==> config.mk <==
export PLATFORM = sky130hd
export DESIGN_NAME = lvds_word_align
export DESIGN_NICKNAME = d
export VERILOG_FILES = /design/src/rtl/lvds_word_align.sv
export SDC_FILE = /design/constraint.sdc
export NUM_CORES = 1
export LEC_CHECK = 0
export ABC_AREA = 1
export BUFFER_PORTS_ARGS = -buffer_cell sky130_fd_sc_hd__buf_2
export CAP_MARGIN = 0
export CORE_MARGIN = 2
export CORE_UTILIZATION = 59
export DETAILED_ROUTE_END_ITERATION = 10
export MAX_ROUTING_LAYER = met4
export PLACE_DENSITY = 0.77
export SLEW_MARGIN = 0
export SYNTH_ARGS = -nofsm -noshare
export SYNTH_HDL_FRONTEND = slang
export SYNTH_SLANG_ARGS = --single-unit
==> constraint.sdc <==
create_clock -name clkdiv -period 1.4 [get_ports clkdiv]
set_input_delay 0.07 -clock clkdiv [delete_from_list [all_inputs] [get_ports clkdiv]]
set_output_delay 0.07 -clock clkdiv [all_outputs]
set_load 0.02 [all_outputs]
==> src/rtl/lvds_word_align.sv <==
// Per-lane word aligner for a 4-lane 7:1 LVDS receiver: trains each lane against a
// fixed pattern using bitslip pulses, then gates the parallel word until all lanes lock.
module lvds_word_align #(
  parameter logic [6:0] TRAIN_PATTERN = 7'b1100011,
  parameter int         SLIP_WAIT     = 3,
  parameter int         LOCK_CNT      = 16,
  parameter int         MAX_SLIPS     = 14
) (
  input  logic        clkdiv,
  input  logic        rst,
  input  logic [27:0] dat_in,
  input  logic        retrain,
  output logic [3:0]  bitslip,
  output logic [3:0]  aligned,
  output logic [3:0]  train_err,
  output logic        lock,
  output logic [27:0] dat_out,
  output logic        dat_valid
);

  typedef enum logic [2:0] {
    ST_SEARCH = 3'd0,
    ST_WAIT   = 3'd1,
    ST_VERIFY = 3'd2,
    ST_LOCKED = 3'd3,
    ST_FAIL   = 3'd4
  } lane_state_t;

  localparam logic [3:0] WAIT_INIT = 4'(SLIP_WAIT);
  localparam logic [7:0] LOCK_TGT  = 8'(LOCK_CNT);
  localparam logic [5:0] SLIP_MAX  = 6'(MAX_SLIPS);

  lane_state_t state_r     [4];
  lane_state_t state_s     [4];
  logic [3:0]  wait_cnt_r  [4];
  logic [3:0]  wait_cnt_s  [4];
  logic [7:0]  match_cnt_r [4];
  logic [7:0]  match_cnt_s [4];
  logic [5:0]  slip_cnt_r  [4];
  logic [5:0]  slip_cnt_s  [4];
  logic [3:0]  lane_hit_s;
  logic [3:0]  bitslip_s;
  logic [3:0]  bitslip_r;
  logic [3:0]  aligned_r;
  logic [3:0]  train_err_r;
  logic        lock_r;
  logic [27:0] dat_out_r;
  logic        dat_valid_r;

  // Compare each lane's 7-bit slice against the training pattern
  always_comb begin
    for (int i = 0; i < 4; i++) begin
      lane_hit_s[i] = (dat_in[7*i +: 7] == TRAIN_PATTERN);
    end
  end

  // Per-lane next-state, counter and bitslip decode; retrain overrides everything
  always_comb begin
    for (int i = 0; i < 4; i++) begin
      state_s[i]     = state_r[i];
      wait_cnt_s[i]  = wait_cnt_r[i];
      match_cnt_s[i] = match_cnt_r[i];
      slip_cnt_s[i]  = slip_cnt_r[i];
      bitslip_s[i]   = 1'b0;
      if (retrain) begin
        state_s[i]     = ST_SEARCH;
        wait_cnt_s[i]  = 4'd0;
        match_cnt_s[i] = 8'd0;
        slip_cnt_s[i]  = 6'd0;
      end else begin
        case (state_r[i])
          ST_SEARCH: begin
            if (lane_hit_s[i]) begin
              state_s[i]     = ST_VERIFY;
              match_cnt_s[i] = 8'd1;
            end else if (slip_cnt_r[i] < SLIP_MAX) begin
              bitslip_s[i]  = 1'b1;
              slip_cnt_s[i] = slip_cnt_r[i] + 6'd1;
              wait_cnt_s[i] = WAIT_INIT;
              state_s[i]    = ST_WAIT;
            end else begin
              state_s[i] = ST_FAIL;
            end
          end
          ST_WAIT: begin
            // Reaching zero returns to SEARCH on the same edge, so the next compare
            // lands SLIP_WAIT+1 edges after the slip decision.
            wait_cnt_s[i] = (wait_cnt_r[i] == 4'd0) ? 4'd0 : (wait_cnt_r[i] - 4'd1);
            if (wait_cnt_r[i] <= 4'd1) begin
              state_s[i] = ST_SEARCH;
            end else begin
              state_s[i] = ST_WAIT;
            end
          end
          ST_VERIFY: begin
            if (lane_hit_s[i]) begin
              match_cnt_s[i] = match_cnt_r[i] + 8'd1;
              if ((match_cnt_r[i] + 8'd1) >= LOCK_TGT) begin
                state_s[i] = ST_LOCKED;
              end else begin
                state_s[i] = ST_VERIFY;
              end
            end else begin
              match_cnt_s[i] = 8'd0;
              if (slip_cnt_r[i] < SLIP_MAX) begin
                bitslip_s[i]  = 1'b1;
                slip_cnt_s[i] = slip_cnt_r[i] + 6'd1;
                wait_cnt_s[i] = WAIT_INIT;
                state_s[i]    = ST_WAIT;
              end else begin
                state_s[i] = ST_FAIL;
              end
            end
          end
          ST_LOCKED: state_s[i] = ST_LOCKED;
          ST_FAIL:   state_s[i] = ST_FAIL;
          default:   state_s[i] = ST_SEARCH;
        endcase
      end
    end
  end

  // Lane state, counters and registered per-lane flags
  always_ff @(posedge clkdiv or negedge rst) begin
    if (!rst) begin
      for (int i = 0; i < 4; i++) begin
        state_r[i]     <= ST_SEARCH;
        wait_cnt_r[i]  <= 4'd0;
        match_cnt_r[i] <= 8'd0;
        slip_cnt_r[i]  <= 6'd0;
      end
      bitslip_r   <= 4'd0;
      aligned_r   <= 4'd0;
      train_err_r <= 4'd0;
    end else begin
      for (int i = 0; i < 4; i++) begin
        state_r[i]     <= state_s[i];
        wait_cnt_r[i]  <= wait_cnt_s[i];
        match_cnt_r[i] <= match_cnt_s[i];
        slip_cnt_r[i]  <= slip_cnt_s[i];
        aligned_r[i]   <= (state_s[i] == ST_LOCKED);
        train_err_r[i] <= (state_s[i] == ST_FAIL);
      end
      bitslip_r <= bitslip_s;
    end
  end

  // Link lock and gated data path; payload flows one cycle behind lock
  always_ff @(posedge clkdiv or negedge rst) begin
    if (!rst) begin
      lock_r      <= 1'b0;
      dat_out_r   <= 28'd0;
      dat_valid_r <= 1'b0;
    end else begin
      lock_r      <= &aligned_r;
      dat_out_r   <= lock_r ? dat_in : 28'd0;
      dat_valid_r <= lock_r;
    end
  end

  assign bitslip   = bitslip_r;
  assign aligned   = aligned_r;
  assign train_err = train_err_r;
  assign lock      = lock_r;
  assign dat_out   = dat_out_r;
  assign dat_valid = dat_valid_r;

endmodule
-- After elaboration in Yosys (flattened, before gate mapping)
Index checks and enable logic that the tools add are counted.
W data, S select, Z words.
- add/subtract/negate cells: 12
- $lt $le $gt $ge: 12
- eq/ne operators: 44
- muxes and demuxes: 97
- reduce and logical (&&, ||, !) cells: 41
- operator list (kind ; count):
    $mux W6 ; 16
    $mux W8 ; 12
    $mux W4 ; 16
    $pmux W8 S2 ; 4
    $pmux W3 S5 ; 4
    $mux W3 ; 16
    $eq A3 B2 Y1 const B ; 12
    $add A8 B1 Y8 const B ; 4
    $ge A8 B5 Y1 const B ; 4
    $pmux W4 S2 ; 4
    $eq A7 B7 Y1 const B ; 4
    $mux W28 ; 1
    $add A6 B1 Y6 const B ; 4
    $eq A3 B3 Y1 const B ; 8
    $lt A6 B4 Y1 const B ; 4
    $mux W1 ; 24
    $ne A3 B3 Y1 const B ; 8
    $reduce_and A3 Y1 ; 8
    $reduce_bool A3 Y1 ; 8
    $le A4 B1 Y1 const B ; 4
    $logic_not A4 Y1 ; 4
    $reduce_bool A2 Y1 ; 8
    $sub A4 B1 Y4 const B ; 4
    $eq A3 B1 Y1 const B ; 4
    other kinds (6) ; 21
- register bits: 126
- input bits: 31
- output and inout port bits: 42
- word-level logic and storage cells: 228

-- Depth between registers and ports, before layout
Gate-level depths: netlist of the first run.
- depth in word-level cells: 7
- gate-level depth with buffers: 11
- gate-level depth less buffers: 11

-- Least setup slack after synthesis of the first run
No wires, ideal clock.
- path kind: reg-to-reg
- start point: reg match_cnt_r[17] (netlist name)
- end point: reg aligned_r[1] (netlist: aligned[1])
- setup time: 0.115 ns
- arrival time: 1.224 ns
- required time: 1.285 ns
- slack: 0.060 ns
- stages on the path, launching flop included: 11
- path buffers: 0
- clock period less this slack: 1.340 ns
- cells stage by stage: dfrtp_1 > ha_1 > nand3_1 > o21ai_0 > nand2_1 > nor2_1 > nand2_1 > nand2_1 > nand2_1 > nand2_1 > nor2_1
- word-level cells in the longest chain between the ends: 7
- ends and longest elaborated chain (element ; RTL line ; RTL):
    start: declaration ; 37 ; logic [7:0] match_cnt_r [4];
    start signal: indexed assignment ; 139 ; match_cnt_r[i] <= match_cnt_s[i];
    $add A8 B1 Y8 ; 98 ; if ((match_cnt_r[i] + 8'd1) >= LOCK_TGT) begin
    $ge A8 B5 Y1 ; 98 ;
    $mux W1 ; 98 ;
    $mux W3 ; 96 ; if (lane_hit_s[i]) begin
    $pmux W3 S5 ; 71 ; case (state_r[i])
    $mux W3 ; 65 ; if (retrain) begin
    $eq A3 B2 Y1 ; 141 ; aligned_r[i] <= (state_s[i] == ST_LOCKED);
    end signal: indexed assignment ; 141 ;
    end: declaration ; 44 ; logic [3:0] aligned_r;
No other way between the ends.
A chain may end at the register's enable or synchronous reset.

-- Worst setup path in the final report of the first run
- start point: reg match_cnt_r[1] (netlist name)
- end point: reg aligned_r[3] (netlist: aligned[3])
The elaborated chain is that of the path after synthesis.

==> results.cfg, run 1 <==
[status]
outcome = finished with violations
failed_checks = hold timing, setup timing

[synth]
ys_warn_count = 0
synth_ff_type = dfrtp_1
syn_area_um2 = 6280
synth_top_area_share_pct = 50.2
ys_seq_elements = 126
synth_top_area_cell = dfrtp_1
async_reset_ff_share_pct = 100
synth_cells = 774
syn_nets = 817
yosysSeqAreaShare_pct = 50.2
synth_edf_count = 0
avgSynthCellArea_um2 = 8.12
ys_types = 41
synth.top_cells.by_area = dfrtp_1, nand2_1, inv_1, nor2_1, nand3_1

[timing]
clock_skew_ns = 0.00897
slew_violations = 0
hold_viol = 17
timing.final.crit_share_pct = 106
grt_setup_unrepaired = true
clock.fmax_ghz = 0.675
finalCriticalPeriod_ns = 1.48
slew_headroom_pct = 75.3
setup_viol = 11
tightest_slew_ns = 0.367
layout_setup_ws_ns = -0.0810
hold_ws_ns = -0.0242

[power]
finalPower_uw = 10900
p_comb_share_pct = 17.4
p_sw_uw = 3040
power.density_nw_per_um2 = 1280
intPower_uw = 7900
seq_power_share_pct = 38.1
netSwitchingFraction_pct = 27.8
ir_drop_uv = 806
p_leak_uw = 0.00446
clock_power_share_pct = 44.5

[layout]
fin_nets = 988
fin_util_pct = 82.7
areaGrowthSynthToFinish_pct = 35.8
drive_gt1_share_pct = 28.4
stdcell_area_um2 = 8530
antennaDiodeCount = 0
fillers = 531
final_common_cell = nand2_1
final_cell_mix = nand2_1, dfrtp_1, inv_1, buf_2, nor2_1

[routing]
num_vias = 6055
first_pass_iters = 5
drtIter0Drc = 461
wl_um = 17500
drc_errors = 0
avgViaCountPerCell = 5.53
ant_nets = 0
wl_per_cell_um = 16.0

[floorplan]
die-height_um = 107
die-area_um2 = 11500
core_um2 = 10300
num_rows = 37
ios = 73
die_w_um = 107
start_util_pct = 60.9

[run]
drv_cap = 0

[placed_design]
preCtsSetupSlack_ns = -0.0503
dpl.hpwl_um = 9740
gp_congestion = 0.922
portBuffers = 72
placed_area_um2 = 7090

[critical_path]
worstPathMaxFanout = 3
r2r-end = aligned[3]
worstSetupPathType = register to register
arrival_ns = 1.90
rr_startpoint = match_cnt_r[1]
crit_path_end_kind = register
cp_data_required_time_ns = 1.82
ff2ff_setup_slack_ns = -0.08
start_kind = register
r2r.worst_path.cells = 11

[clocking]
clk_pin_slew_ns = 0.06
clk_latency_ns = 0.53
cts_max_level = 4
cts_tree = yes
cts_num_sinks = 126
cts_buffer_depth = 2
root_buffer = clkbuf_8
cts_buffers = 17

[hold_path]
hp-class = primary input to async pin

[global_route]
antenna_found_initial = 0
grt_pass1_vias = 6112
grt_pass1_wl_um = 27400
grt_max_degree = 32
track_usage_pct = 31.2
overflow = 0
## layer usage
metal  up-vias  share of wire [%]  track usage [%]
li1       2788                  -                -
met1      2946                 39             34.7
met5         -                  0                -
met2       258                 52             54.5
met3        63                5.2             5.65
met4         0                3.7             14.0
## cells in the mapped netlist, drive strengths merged, types with 5 or more instances
cell type / instances
inv: 135
xor2: 6
a21oi: 34
nor2: 83
buf: 6
dfrtp: 126
o22ai: 7
nand2: 203
nand4: 12
ha: 12
nand3: 43
nor3: 16
xnor2: 5
o21ai: 64
## through the flow
stage          std cells  setup TNS, ns
3_5_place_dp        1012         -0.229
2_1_floorplan        774              0
4_1_cts             1083         -0.138
3_3_place_gp        1012              0
5_1_grt             1094          -2.29
6_report            1094         -0.585
## power groups by stage
stage | Sequential [µW] | Clock (µW) | Combinational (µW)
2_1_floorplan | 4180 | 0 | 1060
3_3_place_gp | 4170 | 0 | 1540
3_5_place_dp | 4180 | 0 | 1620
4_1_cts | 4130 | 4870 | 1760
5_1_grt | 4190 | 5050 | 2120
6_report | 4160 | 4870 | 1900
## state kept, by name (all words and copies together), names as in the netlist
name,flops
aligned,4
bitslip,4
dat_out,28
dat_valid,1
lock,1
match_cnt_r,32
slip_cnt_r,24
state_r,12
train_err,4
wait_cnt_r,16
## cell type report
class | instances | area, µm² | share of cell area, %
Sequential cell | 126 | 3160 | 37.0
Multi-Input combinational cell | 502 | 2830 | 33.2
Timing Repair Buffer | 162 | 1200 | 14.0
Inverter | 136 | 520 | 6.10
Clock buffer | 22 | 473 | 5.54
Clock inverter | 10 | 183 | 2.14
Tap cell | 136 | 170 | 1.99
## worst max-delay path by stage
stage | startpoint | to | slack (ns) | cells after the start
finish | match_cnt_r[1] | aligned[3] | -0.08 | 11
CTS | match_cnt_r[1] | aligned[3] | -0.04 | 10
global placement | match_cnt_r[16] | aligned[1] | 0.04 | 10
global route | match_cnt_r[8] | state_r[3] | -0.21 | 10
floorplan | match_cnt_r[17] | aligned[1] | 0.06 | 10
detailed placement | match_cnt_r[24] | state_r[9] | -0.05 | 11
## cells by family after synthesis
logic type	share of synthesized area [%]
xor gates and xnor gates	1.53
buffers and inverters	9.12
AOI/OAI and AO/OA	10.9
muxes	0.239
adders and majority gates	2.39
DFF	50.2
and+or+nand+nor	25.6
## what timing repair did
item | in CTS | in global routing
hold buffers | 31 | 0
buffers inserted | 8 | 12
endpoints found under the hold margin | 155 | 0
pin swaps | 8 | 31
endpoints found under the setup margin | 15 | 67
resized for setup | 19 | 75
## worst max-delay path: stages (launching register included)
cell	delay, ns
dfrtp_1	0.42
ha_4	0.19
nand3_2	0.07
nand2_1	0.06
nand2_1	0.09
nand2_1	0.07
nor2_1	0.12
nand2_1	0.08
nand2_1	0.08
nand2_1	0.06
nand2_2	0.06
nor2_1	0.05
Note: power is estimated with default switching activity, not from simulation.
==> run 2: changes to the inputs <==
--- a/config.mk
+++ b/config.mk
@@ -9,10 +9,11 @@
 export BUFFER_PORTS_ARGS = -buffer_cell sky130_fd_sc_hd__buf_2
 export CAP_MARGIN = 0
 export CORE_MARGIN = 2
-export CORE_UTILIZATION = 59
+export CORE_UTILIZATION = 61
+export CTS_BUF_LIST = sky130_fd_sc_hd__clkbuf_8
 export DETAILED_ROUTE_END_ITERATION = 10
 export MAX_ROUTING_LAYER = met4
-export PLACE_DENSITY = 0.77
+export PLACE_DENSITY = 0.8
 export SLEW_MARGIN = 0
 export SYNTH_ARGS = -nofsm -noshare
 export SYNTH_HDL_FRONTEND = slang
==> run 2 against run 1 <==
Against the previous run:
- the run ends with setup timing left
- first-iteration DRC count down 3.0%
- global-route usage shrank 2.8 points
- combinational power is 4% lower
- via count down 3.9%
- critical endpoint is now aligned[2]
- highest routed layer unchanged
==> results.cfg, run 2 (synthesized netlist as in run 1, its figures left out) <==
[placed_design]
gp_congestion = 0.926
preCtsSetupSlack_ns = -0.0448
portBuffers = 72
dpl.hpwl_um = 9260

[layout]
final_cell_mix = nand2_1, dfrtp_1, inv_1, buf_2, nor2_1
regMostFlops = match_cnt_r
fin_nets = 985
drive_gt1_share_pct = 29.4
largest_reg_flops = 32
antennaDiodeCount = 0
fin_util_pct = 81.6
final_common_cell = nand2_1
areaGrowthSynthToFinish_pct = 31.6

[timing]
layout_setup_ws_ns = -0.173
timing.final.crit_share_pct = 112
clock_skew_ns = 0.0114
grt_setup_unrepaired = true
tightest_slew_ns = 0.493
slew_violations = 0
slew_headroom_pct = 67.1
setup_viol = 4
clock.fmax_ghz = 0.636
fin_setup_tns_ns = -0.357
finalCriticalPeriod_ns = 1.57
hold_ws_ns = 0.0544
hold_viol = 0

[floorplan]
die_w_um = 105
die-area_um2 = 11100
num_rows = 37
core_um2 = 10100
ios = 73
die-height_um = 105
start_util_pct = 62.0

[routing]
ant_nets = 0
wl_um = 15900
wl_per_cell_um = 14.5
num_vias = 5818
drtIter0Drc = 447
first_pass_iters = 6
avgViaCountPerCell = 5.33
drc_errors = 0

[critical_path]
cp_num_buf_inv = 1
critical-path-slowest-cell = dfrtp_1
cp_top_family = simple AND/OR/NAND/NOR gates
path_cells = ha_2, buf_6, nand4_1, nand2_1, nand2_1, nor2_1, nand2_1, nand2_1, nand2_1, nand2_1, nor2_1
start_kind = register
rr_startpoint = match_cnt_r[9]
cpMostUsedCell = nand2_1
crit_path_end_kind = register
arrival_ns = 1.93
worstPathMaxFanout = 3
cp_data_required_time_ns = 1.75
cp-startpoint = match_cnt_r[9]
slowest_delay_ns = 0.40
worstSetupPathType = register to register

[run]
drv_cap = 0

[clocking]
cts_buffer_depth = 2
cts_max_level = 4
cts_tree = yes
clk_latency_ns = 0.46
clk_pin_slew_ns = 0.08
cts_buffers = 17
cts_num_sinks = 126
root_buffer = clkbuf_8

[global_route]
grt_pass1_wl_um = 24400
grt_max_degree = 38
antenna_found_initial = 0
track_usage_pct = 28.4
grt_pass1_vias = 5372
overflow = 0

[status]
outcome = finished with violations
failed_checks = setup timing

[power]
power.density_nw_per_um2 = 1110
finalPower_uw = 9180
ir_drop_uv = 1130
p_leak_uw = 0.00430

[hold_path]
hp-start = retrain
hp-class = primary input to register
-- run 2: per-layer routing --
| layer | vias to the layer above | global-route usage, % | wire length [µm] |
|---|---|---|---|
| met5 | - | - | 0 |
| met4 | 0 | 11.4 | 467 |
| met3 | 41 | 5.75 | 761 |
| met2 | 202 | 46.7 | 8240 |
| met1 | 2791 | 34.5 | 6390 |
| li1 | 2784 | - | - |
-- run 2: layout make-up --
type / count / area, µm²
Fill cell: 563 / 1870
Clock inverter: 13 / 140
Clock buffer: 19 / 262
Inverter: 136 / 520
Multi-Input combinational cell: 503 / 2850
Timing Repair Buffer: 158 / 1170
Tap cell: 136 / 170
Sequential cell: 126 / 3160
-- run 2: through the flow --
stage / instance area, µm² / instances
after floorplan: 6280 / 774
after global placement: 7070 / 1006
after detailed placement: 7070 / 1006
after CTS: 7800 / 1069
after global routing: 8270 / 1091
final: 8270 / 1091
-- run 2: worst paths after layout --
kind | endpoint | slack [ns] | depth (start not counted)
max | aligned[2] | -0.17 | 11
min | slip_cnt_r[5] | 0.05 | 2
max reg2reg | aligned[2] | -0.17 | 11
min reg2reg | slip_cnt_r[17] | 0.49 | 2
max in group asynchronous | wait_cnt_r[2] | 0.70 | 3
min in group asynchronous | dat_out[22] | 0.11 | 2
-- run 2: repair_timing --
| action | CTS | global route |
|---|---|---|
| endpoints found under the setup margin | 9 | 55 |
| hold buffers | 29 | 0 |
| gates resized for setup | 6 | 88 |
| endpoints found under the hold margin | 154 | 0 |
| cloned | 0 | 1 |
| pin swaps | 3 | 33 |
| setup buffers | 2 | 24 |
-- run 2: where the power goes --
part	internal, µW	switching (µW)	total [µW]
Combinational	729	1100	1830
Clock	1670	1530	3200
Sequential	3890	260	4150
Total	6290	2890	9180
==> run 3: changes to the inputs <==
--- a/config.mk
+++ b/config.mk
@@ -8,7 +8,7 @@
 export ABC_AREA = 1
 export BUFFER_PORTS_ARGS = -buffer_cell sky130_fd_sc_hd__buf_2
 export CAP_MARGIN = 0
-export CORE_MARGIN = 2
+export CORE_MARGIN = 8
 export CORE_UTILIZATION = 61
 export CTS_BUF_LIST = sky130_fd_sc_hd__clkbuf_8
 export DETAILED_ROUTE_END_ITERATION = 10
==> constraint.sdc (replaced) <==
create_clock -name clkdiv -period 1.4 [get_ports clkdiv]
set_input_delay 0.28 -clock clkdiv [delete_from_list [all_inputs] [get_ports clkdiv]]
set_output_delay 0.28 -clock clkdiv [all_outputs]
set_load 0.02 [all_outputs]
==> run 3 against run 2 <==
Against the previous run:
- fmax up 4.4%
- die area increased by 24%
- non-clock buffer count down 13
- clock skew increased by 0.0043 ns
- via count down 0.46%
- critical path depth up 1
- the flow still finishes with violations (setup timing)
- sequential cell count is the same
- power up 2.9%
- sequential share of layout area up 0.33 points
- final cell count decreased by 1.3%
- register-to-register slack better by 0.07 ns
- hold slack lost 0.017 ns
==> results.cfg, run 3 (synthesized netlist as in run 1, its figures left out) <==
[routing]
wl_per_cell_um = 14.8
ant_nets = 0
drtIter0Drc = 523
avgViaCountPerCell = 5.38
first_pass_iters = 7
wl_um = 16000
drc_errors = 0
num_vias = 5791

[timing]
finalCriticalPeriod_ns = 1.51
timing.final.crit_share_pct = 108
setup_viol = 6
fin_setup_tns_ns = -0.368
clock.fmax_ghz = 0.664
tightest_slew_ns = 0.354
slew_violations = 0
layout_setup_ws_ns = -0.107
hold_viol = 0
clock_skew_ns = 0.0157
slew_headroom_pct = 76.4
grt_setup_unrepaired = true

[hold_path]
min_path_cells = 3
hp-class = primary input to register
hold-path-endpoint = dat_out[22]
hp-start = dat_in[22]

[clocking]
cts_max_level = 4
cts_buffer_depth = 2
cts_num_sinks = 126
clk_pin_slew_ns = 0.07
clk_latency_ns = 0.45
cts_tree = yes
root_buffer = clkbuf_8
cts_buffers = 17

[power]
ir_drop_uv = 658
power.density_nw_per_um2 = 1150
p_leak_uw = 0.00435
finalPower_uw = 9440

[global_route]
grt_pass1_wl_um = 24900
grt_pass1_vias = 5844
antenna_found_initial = 0
grt_max_degree = 35
overflow = 0
track_usage_pct = 22.0

[status]
failed_checks = setup timing
outcome = finished with violations

[floorplan]
die_w_um = 117
die-height_um = 117
start_util_pct = 61.7
ios = 73
core_um2 = 10200
num_rows = 37
die-area_um2 = 13800

[critical_path]
cp_data_required_time_ns = 1.73
r2r-end = aligned[3]
ff2ff_setup_slack_ns = -0.11
arrival_ns = 1.84
worstSetupPathType = register to register
crit_path_end_kind = register
r2r.worst_path.cells = 12
rr_startpoint = match_cnt_r[1]
start_kind = register
worstPathMaxFanout = 4

[placed_design]
placed_area_um2 = 7210
placedCellCount = 1024
dpl.hpwl_um = 10400
preCtsSetupSlack_ns = -0.0666
portBuffers = 72
gp_congestion = 0.932

[layout]
areaGrowthSynthToFinish_pct = 30.6
drive_gt1_share_pct = 31.1
stdcell_area_um2 = 8210
regMostFlops = match_cnt_r
largest_reg_flops = 32
fin_nets = 971
antennaDiodeCount = 0
stdcell_count = 1077
final_common_cell = nand2_1
final_cell_mix = nand2_1, dfrtp_1, inv_1, buf_2, buf_4
fillers = 644

[run]
drv_cap = 0
-- run 3: routing by layer --
layer,vias up,GRT usage [%],share of wire [%],wire [µm]
li1,2757,-,-,-
met1,2810,23.5,39,6210
met2,186,38.7,54,8640
met3,38,4.32,5.1,820
met4,0,9.69,1.9,296
met5,-,-,0,0
-- run 3: cell type report --
type	count	area, µm²	share of cell area (%)
tap	136	170	2.07
clock inverter	13	171	2.09
clock buffer	19	262	3.19
multi-input combinational	502	2920	35.5
inverter	136	515	6.28
timing repair buffer	145	1010	12.3
sequential	126	3160	38.5
-- run 3: what timing repair did --
item | in CTS | in global routing
endpoints found under the hold margin | 18 | 0
hold buffers | 1 | 0
pin swaps | 0 | 40
buffers inserted | 0 | 20
endpoints found under the setup margin | 8 | 48
resized for setup | 9 | 99
-- run 3: worst max-delay path by stage --
stage / start / endpoint / depth (start not counted)
floorplan: match_cnt_r[17] / aligned[1] / 10
global placement: retrain / match_cnt_r[15] / 8
detailed placement: dat_in[4] / match_cnt_r[29] / 7
CTS: slip_cnt_r[9] / wait_cnt_r[6] / 7
global route: match_cnt_r[1] / aligned[3] / 12
finish: match_cnt_r[1] / aligned[3] / 12
-- run 3: report_power, final --
| group | switching, µW | internal [µW] | total [µW] |
|---|---|---|---|
| registers | 250 | 3890 | 4140 |
| logic | 1110 | 740 | 1850 |
| clock network | 1450 | 2010 | 3460 |
| total | 2810 | 6640 | 9440 |
-- run 3: worst max-delay path, cell delays in order (launching register included) --
cell and delay (ns):
dfrtp_1 0.43, buf_6 0.16, nand2_4 0.06, nor2_4 0.11
nand2_1 0.06, nand2_1 0.06, nand2_1 0.08, nor2_1 0.14
nand2_1 0.06, nand2_1 0.07, nand2_1 0.06, nand2_1 0.08
nor2_1 0.05
-- run 3: per-stage QoR --
stage               utilization, %  hold WS (ns)
floorplan                        -       -0.0156
global placement              70.8         0.212
detailed placement            70.8         0.213
CTS                           75.4        0.0222
global route                  80.6        0.0406
finish                        80.6        0.0378
